===== config.mk =====
export PLATFORM = sky130hd
export DESIGN_NAME = leg_mem_arbiter
export DESIGN_NICKNAME = d
export VERILOG_FILES = /design/src/rtl/leg_mem_arbiter.sv
export SDC_FILE = /design/constraint.sdc
export NUM_CORES = 1
export LEC_CHECK = 0
export ABC_AREA = 1
export CORE_UTILIZATION = 30
export DETAILED_ROUTE_END_ITERATION = 12
export DONT_BUFFER_PORTS = 1
export PLACE_DENSITY_LB_ADDON = 0.1
export SYNTH_ARGS = -nofsm -noshare
export SYNTH_HDL_FRONTEND = slang
export SYNTH_SLANG_ARGS = --single-unit

===== constraint.sdc =====
create_clock -name i_clk -period 1.39 [get_ports i_clk]
set_input_delay 0.278 -clock i_clk [delete_from_list [all_inputs] [get_ports i_clk]]
set_output_delay 0.278 -clock i_clk [all_outputs]
set_load 0.02 [all_outputs]

===== src/rtl/leg_mem_arbiter.sv =====
// Two-port valid/ready arbiter in front of the LEG core's single-port synchronous memory.
// One transaction in flight at a time; round-robin or fixed host priority on ties.
module leg_mem_arbiter #(
  parameter int ADDR_W    = 4,
  parameter int DATA_W    = 8,
  parameter int HOST_PRIO = 0
) (
  input  logic              i_clk,
  input  logic              i_rst,
  input  logic [1:0]        i_req_valid,
  output logic [1:0]        o_req_ready,
  input  logic [1:0]        i_req_we,
  input  logic [ADDR_W-1:0] i_req_addr0,
  input  logic [ADDR_W-1:0] i_req_addr1,
  input  logic [DATA_W-1:0] i_req_wdata0,
  input  logic [DATA_W-1:0] i_req_wdata1,
  output logic [1:0]        o_resp_valid,
  output logic [DATA_W-1:0] o_resp_rdata,
  output logic              o_mem_en,
  output logic              o_mem_we,
  output logic [ADDR_W-1:0] o_mem_addr,
  output logic [DATA_W-1:0] o_mem_wdata,
  input  logic [DATA_W-1:0] i_mem_rdata,
  output logic              o_busy
);

  // state    | meaning
  // S_IDLE   | ready offered to the arbitration winner, waiting for a handshake
  // S_ACCESS | memory strobed with the latched command
  // S_RESP   | completion pulse to the issuing port, read data forwarded from memory
  typedef enum logic [1:0] {S_IDLE, S_ACCESS, S_RESP} state_t;

  state_t              r_state;
  logic                r_last;
  logic                r_id;
  logic                r_we;
  logic [1:0]          r_resp_valid;
  logic                r_mem_en;
  logic                r_mem_we;
  logic [ADDR_W-1:0]   r_mem_addr;
  logic [DATA_W-1:0]   r_mem_wdata;

  logic [1:0]          w_grant;
  logic                w_gid;
  logic                w_hs;

  always_comb begin
    w_grant = 2'b00;
    if (r_state == S_IDLE) begin
      case (i_req_valid)
        2'b01:   w_grant = 2'b01;
        2'b10:   w_grant = 2'b10;
        2'b11: begin
          if (HOST_PRIO != 0) w_grant = 2'b10;
          else                w_grant = r_last ? 2'b01 : 2'b10;
        end
        default: w_grant = 2'b00;
      endcase
    end
  end

  assign w_gid = w_grant[1];
  assign w_hs  = |w_grant;

  always_ff @(posedge i_clk) begin
    if (i_rst) begin
      r_state      <= S_IDLE;
      r_last       <= 1'b1;
      r_id         <= 1'b0;
      r_we         <= 1'b0;
      r_resp_valid <= 2'b00;
      r_mem_en     <= 1'b0;
      r_mem_we     <= 1'b0;
      r_mem_addr   <= '0;
      r_mem_wdata  <= '0;
    end else begin
      case (r_state)
        S_IDLE: begin
          if (w_hs) begin
            r_id        <= w_gid;
            r_last      <= w_gid;
            r_we        <= i_req_we[w_gid];
            r_mem_en    <= 1'b1;
            r_mem_we    <= i_req_we[w_gid];
            r_mem_addr  <= w_gid ? i_req_addr1  : i_req_addr0;
            r_mem_wdata <= w_gid ? i_req_wdata1 : i_req_wdata0;
            r_state     <= S_ACCESS;
          end
        end
        S_ACCESS: begin
          // memory outputs return to zero as soon as the strobe drops
          r_mem_en     <= 1'b0;
          r_mem_we     <= 1'b0;
          r_mem_addr   <= '0;
          r_mem_wdata  <= '0;
          r_resp_valid <= r_id ? 2'b10 : 2'b01;
          r_state      <= S_RESP;
        end
        S_RESP: begin
          r_resp_valid <= 2'b00;
          r_state      <= S_IDLE;
        end
        default: r_state <= S_IDLE;
      endcase
    end
  end

  assign o_req_ready  = w_grant;
  assign o_resp_valid = r_resp_valid;
  // read data arrives from memory one cycle after the strobe, i.e. during S_RESP
  assign o_resp_rdata = (r_state == S_RESP && !r_we) ? i_mem_rdata : '0;
  assign o_mem_en     = r_mem_en;
  assign o_mem_we     = r_mem_we;
  assign o_mem_addr   = r_mem_addr;
  assign o_mem_wdata  = r_mem_wdata;
  assign o_busy       = (r_state != S_IDLE);

endmodule


**Word-level counts from Yosys, hierarchy flattened**

Cells that the tools add are included.

- Register bits after elaboration: 21
- Bits in latches: 0
- RAM bits: 0
- Bits in read-only memories: 0
- Input port bits: 38
- Output and inout port bits: 27
- Logic and storage cells: 45
- Memories kept: 0

- $add $sub $neg: 0
- Multiply operators: 0
- Divide/modulo/power cells: 0
- Magnitude comparators: 1
- Eq/ne operators: 6
- Shifts and indexed selects: 0
- Multiplexer cells: 20
- Bitwise gates (word level): 0
- Reductions and logical operators: 9

Operators by type and width:

| cell | count |
|---|---|
| $mux 8 | 3 |
| $pmux 8 s2 | 1 |
| $mux 2 | 4 |
| $mux 4 | 2 |
| $pmux 2 s2 | 2 |
| $pmux 4 s2 | 1 |
| $eq 2x2->1 const B | 3 |
| $pmux 2 s3 | 1 |
| $reduce_bool 2->1 | 3 |
| $eq 2x1->1 const B | 2 |
| $mux 1 | 4 |
| $pmux 1 s2 | 2 |
| $reduce_and 2->1 | 2 |
| $logic_not 2->1 | 1 |
| $lt 1x2->1 const B | 1 |
| $ne 2x2->1 const B | 1 |
| $reduce_or 2->1 | 1 |
| $logic_and 1x1->1 | 1 |
| $logic_not 1->1 | 1 |

**Logic depth before layout (Yosys ltp)**

Gate-level depths: netlist of run 1.

- Depth in word-level cells: 7
- Mapped depth: 10
- Gate-level depth less buffers: 10

**Least setup slack after synthesis of run 1**

Ideal clock, no wire load.

- Kind: register to output
- Start: reg r_state[0]
- End: out o_resp_rdata[0]
- Arrival time: 1314 ps
- Required time: 1112 ps
- Setup slack: -202 ps
- Stages on the path, launching flop included: 7
- Path buffers: 1
- Path through: dfxtp_1 > inv_1 > ha_1 > inv_1 > or2_2 > clkbuf_1 > nor2_1

- Cells in the longest elaborated chain, start to end: 3

Ends and longest elaborated chain:

| item | RTL line | source |
|---|---|---|
| from (decl) | 33 | `state_t r_state;` |
| from (signal assigned) | 67 | `r_state <= S_IDLE;` |
| from (signal assigned) | 87 | `r_state <= S_ACCESS;` |
| from (signal assigned) | 97 | `r_state <= S_RESP;` |
| $eq 2x2->1 | 111 | `assign o_resp_rdata = (r_state == S_RESP && !r_we) ? i_mem_rdata : '0;` |
| $logic_and 1x1->1 | 111 |  |
| $mux 8 | 111 |  |
| to (decl) | 18 | `output logic [DATA_W-1:0] o_resp_rdata,` |

No other way between the ends.

**Worst setup path in the final report of run 1**

- Start: reg r_state[1]
- End: out o_resp_rdata[5]

The elaborated chain is that of the path after synthesis.

==> results of run 1 <==
[kinds of logic after synthesis]
kind of cell,count (synthesis)
buffers and inverters,52
DFF,21
adders and majority gates,4
and+or+nand+nor,74
AOI/OAI and AO/OA,27
[synthesized netlist by cell type]
cell type   n  area [sq um]
a21oi_1    17          85.1
a21oi_2     3          26.3
a21oi_4     1          16.3
buf_2       1          5.00
buf_6       3          33.8
clkbuf_1    4          15.0
dfxtp_1    21           420
ha_1        4          50.1
inv_1      43           161
inv_2       1          3.75
nand2_1    31           116
nand2_2     3          18.8
nand2_4     1          11.3
nand3_1    27           135
nand3_2     2          20.0
nor2_1      9          33.8
o211a_1     1          10.0
o211ai_1    1          7.51
o21ai_0     4          20.0
or2_2       1          6.26
[timing repair]
action / CTS / global route
pin swaps: 12 / 15
gates resized for setup: 31 / 35
buffers inserted: 10 / 3
gates cloned: 1 / 0
setup endpoints to repair: 26 / 30
[where the power goes]
part | switching [W] | internal (W) | total, W
sequential | 0.000332 | 0.000824 | 0.00116
clock | 0.000199 | 0.000205 | 0.000403
combinational | 0.00141 | 0.00124 | 0.00265
total | 0.00194 | 0.00227 | 0.00421
[final timing paths]
path,start,to,cells after the start
max,r_state[1],o_resp_rdata[5],5
min,i_rst,o_mem_wdata[7],1
max reg2reg,r_state[1],o_mem_wdata[6],9
min reg2reg,r_id,o_resp_valid[1],2
[metal layers]
| layer | track usage | share of wire | vias up |
|---|---|---|---|
| met2 | 0.286 | 0.50 | 49 |
| met3 | 0.0347 | 0.062 | 4 |
| met5 | 0 | 0 | - |
| li1 | - | - | 591 |
| met4 | 0.0489 | 0.012 | 0 |
| met1 | 0.192 | 0.42 | 556 |
[metrics by stage]
step / std cells / total power [W]
2_1_floorplan: 178 / 0.00243
3_3_place_gp: 230 / 0.00286
3_5_place_dp: 230 / 0.00289
4_1_cts: 245 / 0.00391
5_1_grt: 248 / 0.00451
6_report: 248 / 0.00421
[area by class of cell]
| cell class | instances | area [sq um] |
|---|---|---|
| fill | 365 | 1920 |
| multi-input combinational | 105 | 827 |
| sequential | 21 | 423 |
| timing repair buffer | 26 | 279 |
| inverter | 44 | 185 |
| tap | 48 | 60.1 |
| clock buffer | 4 | 45.0 |
[state kept, by name (all words and copies together) (netlist names)]
signal,count
r_we,1
o_mem_addr,4
r_id,1
r_state,2
r_last,1
o_mem_wdata,8
o_mem_en,1
o_mem_we,1
o_resp_valid,2
==> results.yml, run 1 <==
route:
  viasPerCell: 4.84
  detail_route.iter0.violations: 34
  vias: 1200
  totalWireLength_mm: 3.30
  drc_errors: 0
  detail-route-antenna-nets: 0
  first_pass_iters: 4
  wl_per_cell_microns: 13.3
yosys:
  ys_warn_count: 0
  synthXorXnorAreaFrac: 0
  syn_area_sq_um: 1200
  syn-num-nets: 220
  synthMuxAreaShare: 0
  synth.avg_cell_area_sq_um: 6.72
  synth_top_family_by_area: "simple AND/OR/NAND/NOR gates"
  ys_ff_latch: 21
  synthDistinctLibCells: 20
  synthSimpleGateAreaFrac: 0.286
  synth-seq-area-share: 0.351
  netlist_instances: 178
  synth_compound_area_frac: 0.138
  synth-adder-area-share: 0.0418
timing:
  finalSetupViolCount: 26
  clock_skew_ns: 0.00112
  whs_ns: 0.0636
  rsz0062_at_grt: "true"
  worst_slack_ns: -0.223
  hold_viol: 0
  period_share: 1.16
  max_freq_ghz: 0.620
  period_needed_ns: 1.61
  setup_tns_ns: -4.23
  slew_headroom: 0.833
  drv_slew: 0
  tightest_slew_ns: 0.251
power_and_ir_drop:
  power_leakage_nw: 0.840
  vdd_ir_drop_max_v: 0.000664
  p_per_area_nw_per_um2: 2320
cts:
  cts_inserted_buffers: 3
  postCtsHoldBufs: 0
  htreeDepth: 1
  clk_pin_slew_ns: 0.07
  cts-root-buf: "clkbuf_8"
  clk_latency_ns: 0.26
  cts_buffer_depth: 2
  cts_tree: "yes"
  cts.sinks: 21
layout:
  utilization: 0.486
  most-common-layout-cells: "37 x inv_1, 28 x nand2_1, 19 x dfxtp_1"
  layout_commonest_cell: "inv_1"
  stdcell_area_sq_um: 1820
  syn_to_final_growth_pct: 52.1
  drive_gt1_frac: 0.430
  fin_nets: 243
  diodes: 0
setup_path:
  crit_type: "reg2out"
  worst_ep_arrival_time_ns: 1.33
  path_max_fanout: 8
  crit_family: "simple AND/OR/NAND/NOR gates"
  r2r_slack_ns: -0.17
  required_ns: 1.11
  critPathMaxStageDelay_ns: 0.34
  critPathSlowestCell: "dfxtp_2"
  crit_chain: "buf_6, ha_4, inv_2, or2_4, nor2_4"
  startpoint_type: "flip-flop"
  end_kind: "output port"
  worst-path-buf-inv: 2
outcome:
  status: "finished with violations"
  violations: "negative setup slack"
placement:
  portBuffers: 0
  gp_congestion: 0.737
  place_area_sq_um: 1400
  hpwlAfterDp_mm: 2.27
  dp_slack_ns: -0.0219
floorplan:
  num_rows: 22
  core_area_sq_um: 3740
  die-area_sq_um: 4240
  start_util: 0.320
  die_h_microns: 65.1
  pin_count: 65
  die_x_microns: 65.1
worst_hold_path:
  min_path_type: "in2reg"
job:
  drv_cap: 0
grt:
  grt_max_degree: 17
  grt_pass1_wl_mm: 5.24
  grt_pass1_vias: 1124
  grt_use_total: 0.161
  antenna_found_initial: 0
  grt_remaining_overflow: 0
No activity file was read; power rests on OpenSTA's default activity.
==> run 2: changes to the inputs <==
- CORE_UTILIZATION: 30 -> 55
==> run 2 against run 1 <==
  * The run still ends with negative setup slack left
  * Global-route usage up 13 points
  * Critical path type unchanged
  * Register-to-register slack worse by 0.10 ns
  * Sequential cell count unchanged
  * Largest power group unchanged
  * Cell count down 8.5%
==> results.yml, run 2 (synthesis results as in run 1) <==
route:
  totalWireLength_mm: 4.33
  first_pass_iters: 4
  drc_errors: 0
  vias: 1339
  detail_route.iter0.violations: 35
  viasPerCell: 5.90
  detail-route-antenna-nets: 0
  wl_per_cell_microns: 19.1
floorplan:
  num_rows: 16
  die-area_sq_um: 2370
  die_h_microns: 48.6
  die_x_microns: 48.6
  start_util: 0.597
  pin_count: 65
  core_area_sq_um: 2000
layout:
  largest_reg_flops: 8
  most-common-layout-cells: "37 x inv_1, 23 x nand3_1, 19 x dfxtp_1"
  syn_to_final_growth_pct: 54.4
  layout_commonest_cell: "inv_1"
  diodes: 0
  drive_gt1_frac: 0.475
  fin_nets: 243
  fillCellCount: 82
setup_path:
  worst-path-buf-inv: 2
  required_ns: 1.11
  critPathSlowestCell: "dfxtp_2"
  startpoint_type: "flip-flop"
  r2r_slack_ns: -0.27
  crit_family: "simple AND/OR/NAND/NOR gates"
  end_kind: "output port"
  critPathMaxStageDelay_ns: 0.36
  path_max_fanout: 8
  worst_ep_arrival_time_ns: 1.41
  crit_chain: "inv_4, ha_4, inv_2, or2_4, nor2_4"
  crit_type: "reg2out"
placement:
  hpwlAfterDp_mm: 1.93
  portBuffers: 0
  gp_congestion: 0.835
timing:
  finalSetupViolCount: 29
  clock_skew_ns: 0.00709
  rsz0062_at_grt: "true"
  worst_slack_ns: -0.302
  whs_ns: 0.199
  period_share: 1.22
  tightest_slew_ns: 0.773
  period_needed_ns: 1.69
  drv_slew: 0
  hold_viol: 0
  max_freq_ghz: 0.591
  slew_headroom: 0.483
  setup_tns_ns: -6.64
power_and_ir_drop:
  power_leakage_nw: 0.924
  vdd_ir_drop_max_v: 0.00171
  p_per_area_nw_per_um2: 2460
cts:
  cts-root-buf: "clkbuf_4"
  cts_tree: "yes"
  cts_inserted_buffers: 3
  htreeDepth: 1
  clk_pin_slew_ns: 0.14
  cts_buffer_depth: 2
  cts.sinks: 21
  clk_latency_ns: 0.32
grt:
  grt_pass1_vias: 1158
  grt_max_degree: 17
  grt_remaining_overflow: 0
  antenna_found_initial: 0
  grt_use_total: 0.287
  grt_pass1_wl_mm: 5.41
outcome:
  status: "finished with violations"
  violations: "negative setup slack"
worst_hold_path:
  min_path_type: "in2reg"
job:
  drv_cap: 0
-- run 2: cell types whose count changed in the layout (fill, tap and decap cells not counted), sizes merged --
cell         delta
buf             -3
dlygate4sd3     +2
clkinv          +1
bufbuf          +1
clkbuf          -1
-- run 2: worst paths after layout --
path | depth (start not counted) | end | start
hold / removal | 4 | o_mem_wdata[6] | i_req_wdata0[6]
setup reg to reg | 10 | o_mem_wdata[4] | r_state[0]
hold reg to reg | 2 | o_resp_valid[1] | r_id
setup / recovery | 5 | o_resp_rdata[6] | r_state[0]
-- run 2: power by group --
group / switching (W) / leakage, nW / internal, W
Clock: 0.000219 / 0.0177 / 0.000108
Sequential: 0.000428 / 0.174 / 0.000822
Combinational: 0.00163 / 0.733 / 0.00133
Total: 0.00228 / 0.924 / 0.00226
-- run 2: area by class of cell --
cell class | count | area, sq um | share of cell area
clock inverter | 1 | 5.00 | 0.00271
tap | 27 | 33.8 | 0.0183
sequential | 21 | 423 | 0.229
clock buffer | 3 | 22.5 | 0.0122
timing repair buffer | 26 | 300 | 0.163
multi-input combinational | 105 | 880 | 0.476
inverter | 44 | 183 | 0.0989
-- run 2: worst register-to-register path, stage by stage, from the launching register on --
cell	delay (ns)
dfxtp_2	0.38
inv_4	0.05
buf_6	0.11
ha_4	0.19
nand2_4	0.10
buf_6	0.11
nand2_8	0.05
a21oi_4	0.19
buf_8	0.19
nand2_1	0.08
a21oi_1	0.15
-- run 2: per-layer routing --
layer / global-route usage / routed length [microns] / vias up
li1: - / - / 594
met1: 0.337 / 1480 / 636
met2: 0.525 / 2300 / 92
met3: 0.0660 / 387 / 17
met4: 0.0588 / 161 / 0
met5: 0 / 0 / -
-- run 2: per-stage QoR --
stage / cell area, sq um / std cells / util / setup WS (ns) / power, W
finish: 1850 / 227 / 0.923 / -0.302 / 0.00454
global route: 1850 / 227 / 0.923 / -0.335 / 0.00473
floorplan: 1290 / 178 / - / 0.00457 / 0.00243
detailed placement: 1350 / 207 / 0.676 / -0.0584 / 0.00284
global placement: 1350 / 207 / 0.676 / -0.0166 / 0.00278
CTS: 1660 / 224 / 0.828 / -0.278 / 0.00389
-- run 2: timing repair --
item / 4_1_cts / 5_1_grt
setup endpoints to repair: 28 / 30
hold endpoints to repair: 0 / 13
pin swaps: 12 / 17
hold buffers: 0 / 2
setup buffers: 11 / 3
gates resized for setup: 37 / 51
gates cloned: 2 / 0
==> run 3: changes to the inputs <==
- CAP_MARGIN: not set -> 40
- CORE_UTILIZATION: 55 -> 35
==> run 3 against run 2 <==
  * The flow still finishes with violations (negative setup slack)
  * Sequential power shrank 6%
  * Routed wire length shrank 20%
  * Critical path depth is the same
  * Sequential cell count is the same
  * Register-to-register slack gained 0.20 ns
  * Clock power shrank 2%
  * Worst hold slack lost 0.023 ns
  * Final area shrank 2.8%
  * Utilization shrank 35 points
  * Clock skew shrank 0.0027 ns
  * Cell count grew 7.5%
  * Global-route usage shrank 10 points
  * Critical path type unchanged
  * Largest cell class unchanged
==> results.yml, run 3 (synthesis results as in run 1) <==
setup_path:
  r2r_slack_ns: -0.07
  path_max_fanout: 8
  startpoint: "r_state[0]"
  crit_family: "simple AND/OR/NAND/NOR gates"
  crit_type: "reg2out"
  critPathSlowestCell: "dfxtp_2"
  critPathMaxStageDelay_ns: 0.36
  end_kind: "output port"
  crit_chain: "inv_4, ha_4, inv_2, or2_4, nor2_4"
  r2r_end: "o_mem_wdata[5]"
  worstRegToRegCells: 9
  worst_ep_arrival_time_ns: 1.41
  worst-path-buf-inv: 2
  worstReg2RegStart: "r_state[1]"
  required_ns: 1.11
  startpoint_type: "flip-flop"
timing:
  rsz0062_at_grt: "true"
  hold_viol: 0
  clock_skew_ns: 0.00435
  finalSetupViolCount: 25
  worst_slack_ns: -0.294
  slew_headroom: 0.470
  period_share: 1.21
  drv_slew: 0
  period_needed_ns: 1.68
  max_freq_ghz: 0.594
  tightest_slew_ns: 0.793
power_and_ir_drop:
  p_total_w: 0.00412
  power_leakage_nw: 0.838
  p_per_area_nw_per_um2: 2300
  vdd_ir_drop_max_v: 0.000929
placement:
  post-place-cells: 226
  gp_congestion: 0.796
  portBuffers: 0
  dp_slack_ns: -0.0695
  hpwlAfterDp_mm: 2.25
  place_area_sq_um: 1380
layout:
  syn_to_final_growth_pct: 50.0
  seqCellArea_sq_um: 423
  most-common-layout-cells: "38 x inv_1, 25 x nand2_1, 19 x dfxtp_1"
  largest_reg_flops: 8
  drive_gt1_frac: 0.435
  stdcell_area_sq_um: 1790
  multi_input_area_sq_um: 852
  utilization: 0.569
  fin_nets: 243
  diodes: 0
  layout_commonest_cell: "inv_1"
  stdcell_count: 244
  fillCellCount: 314
grt:
  antenna_found_initial: 0
  grt_pass1_vias: 1072
  grt_pass1_wl_mm: 4.93
  grt_use_total: 0.184
  grt_max_degree: 17
  grt_remaining_overflow: 0
worst_hold_path:
  hold_end: "o_mem_addr[3]"
  hold_path_depth: 4
  min_path_type: "in2reg"
  hp-start: "i_req_addr0[3]"
route:
  first_pass_iters: 4
  detail-route-antenna-nets: 0
  wl_per_cell_microns: 14.3
  vias: 1200
  drc_errors: 0
  totalWireLength_mm: 3.48
  viasPerCell: 4.92
  detail_route.iter0.violations: 14
floorplan:
  start_util: 0.379
  die-area_sq_um: 3660
  num_rows: 20
  die_x_microns: 60.5
  pin_count: 65
  die_h_microns: 60.5
  core_area_sq_um: 3150
cts:
  cts_buffer_depth: 2
  cts.sinks: 21
  cts-root-buf: "clkbuf_4"
  cts_inserted_buffers: 3
  clk_latency_ns: 0.33
  htreeDepth: 1
  clk_pin_slew_ns: 0.12
  cts_tree: "yes"
job:
  drv_cap: 0
outcome:
  violations: "negative setup slack"
  status: "finished with violations"
[run 3: cell count changes in the layout (fill, tap and decap cells not counted), sizes merged]
cell    delta
clkinv     -1
bufbuf     -1
buf        +1
clkbuf     +1
[run 3: final cells by class]
| type | count | share of cell area |
|---|---|---|
| clock buffers | 4 | 0.0146 |
| inverters | 44 | 0.0990 |
| multi-input cells | 105 | 0.475 |
| flip-flops and latches | 21 | 0.236 |
| well taps | 44 | 0.0307 |
| repair buffers | 26 | 0.145 |
[run 3: what timing repair did]
item,CTS,global route
pin swaps,5,19
hold buffers,0,2
hold endpoints to repair,0,14
buffers inserted,2,10
gates cloned,0,1
gates resized for setup,14,49
endpoints found under the setup margin,28,30
[run 3: metrics by stage]
stage	hold slack, ns	TNS [ns]
floorplan	0.451	0
global placement	0.344	-0.193
detailed placement	0.345	-0.395
CTS	0.00706	-3.36
global route	0.186	-5.38
finish	0.177	-3.54
[run 3: where the power goes]
group,total (W),switching (W),internal (W)
combinational,0.00262,0.00143,0.00119
sequential,0.00118,0.000358,0.000823
clock,0.000321,0.000208,0.000113
[run 3: worst min-delay path, cell delays in order]
cell,delay [ns]
inv_1,0.03
nand2_1,0.06
nand3_2,0.07
a21oi_2,0.04
[run 3: worst max path at each step]
stage	to	slack (ns)	cells after the start
4_1_cts	o_resp_rdata[2]	-0.33	5
5_1_grt	o_resp_rdata[7]	-0.36	5
6_report	o_resp_rdata[2]	-0.29	5
3_3_place_gp	r_we	-0.04	10
3_5_place_dp	r_we	-0.07	10
2_1_floorplan	o_mem_addr[0]	0.005	8
[run 3: layer usage]
layer / share of wire / GRT usage / up-vias
met3: 0.051 / 0.0469 / 7
met4: 0.018 / 0.0682 / 0
met2: 0.51 / 0.338 / 47
met5: 0 / 0 / -
li1: - / - / 589
met1: 0.42 / 0.203 / 557
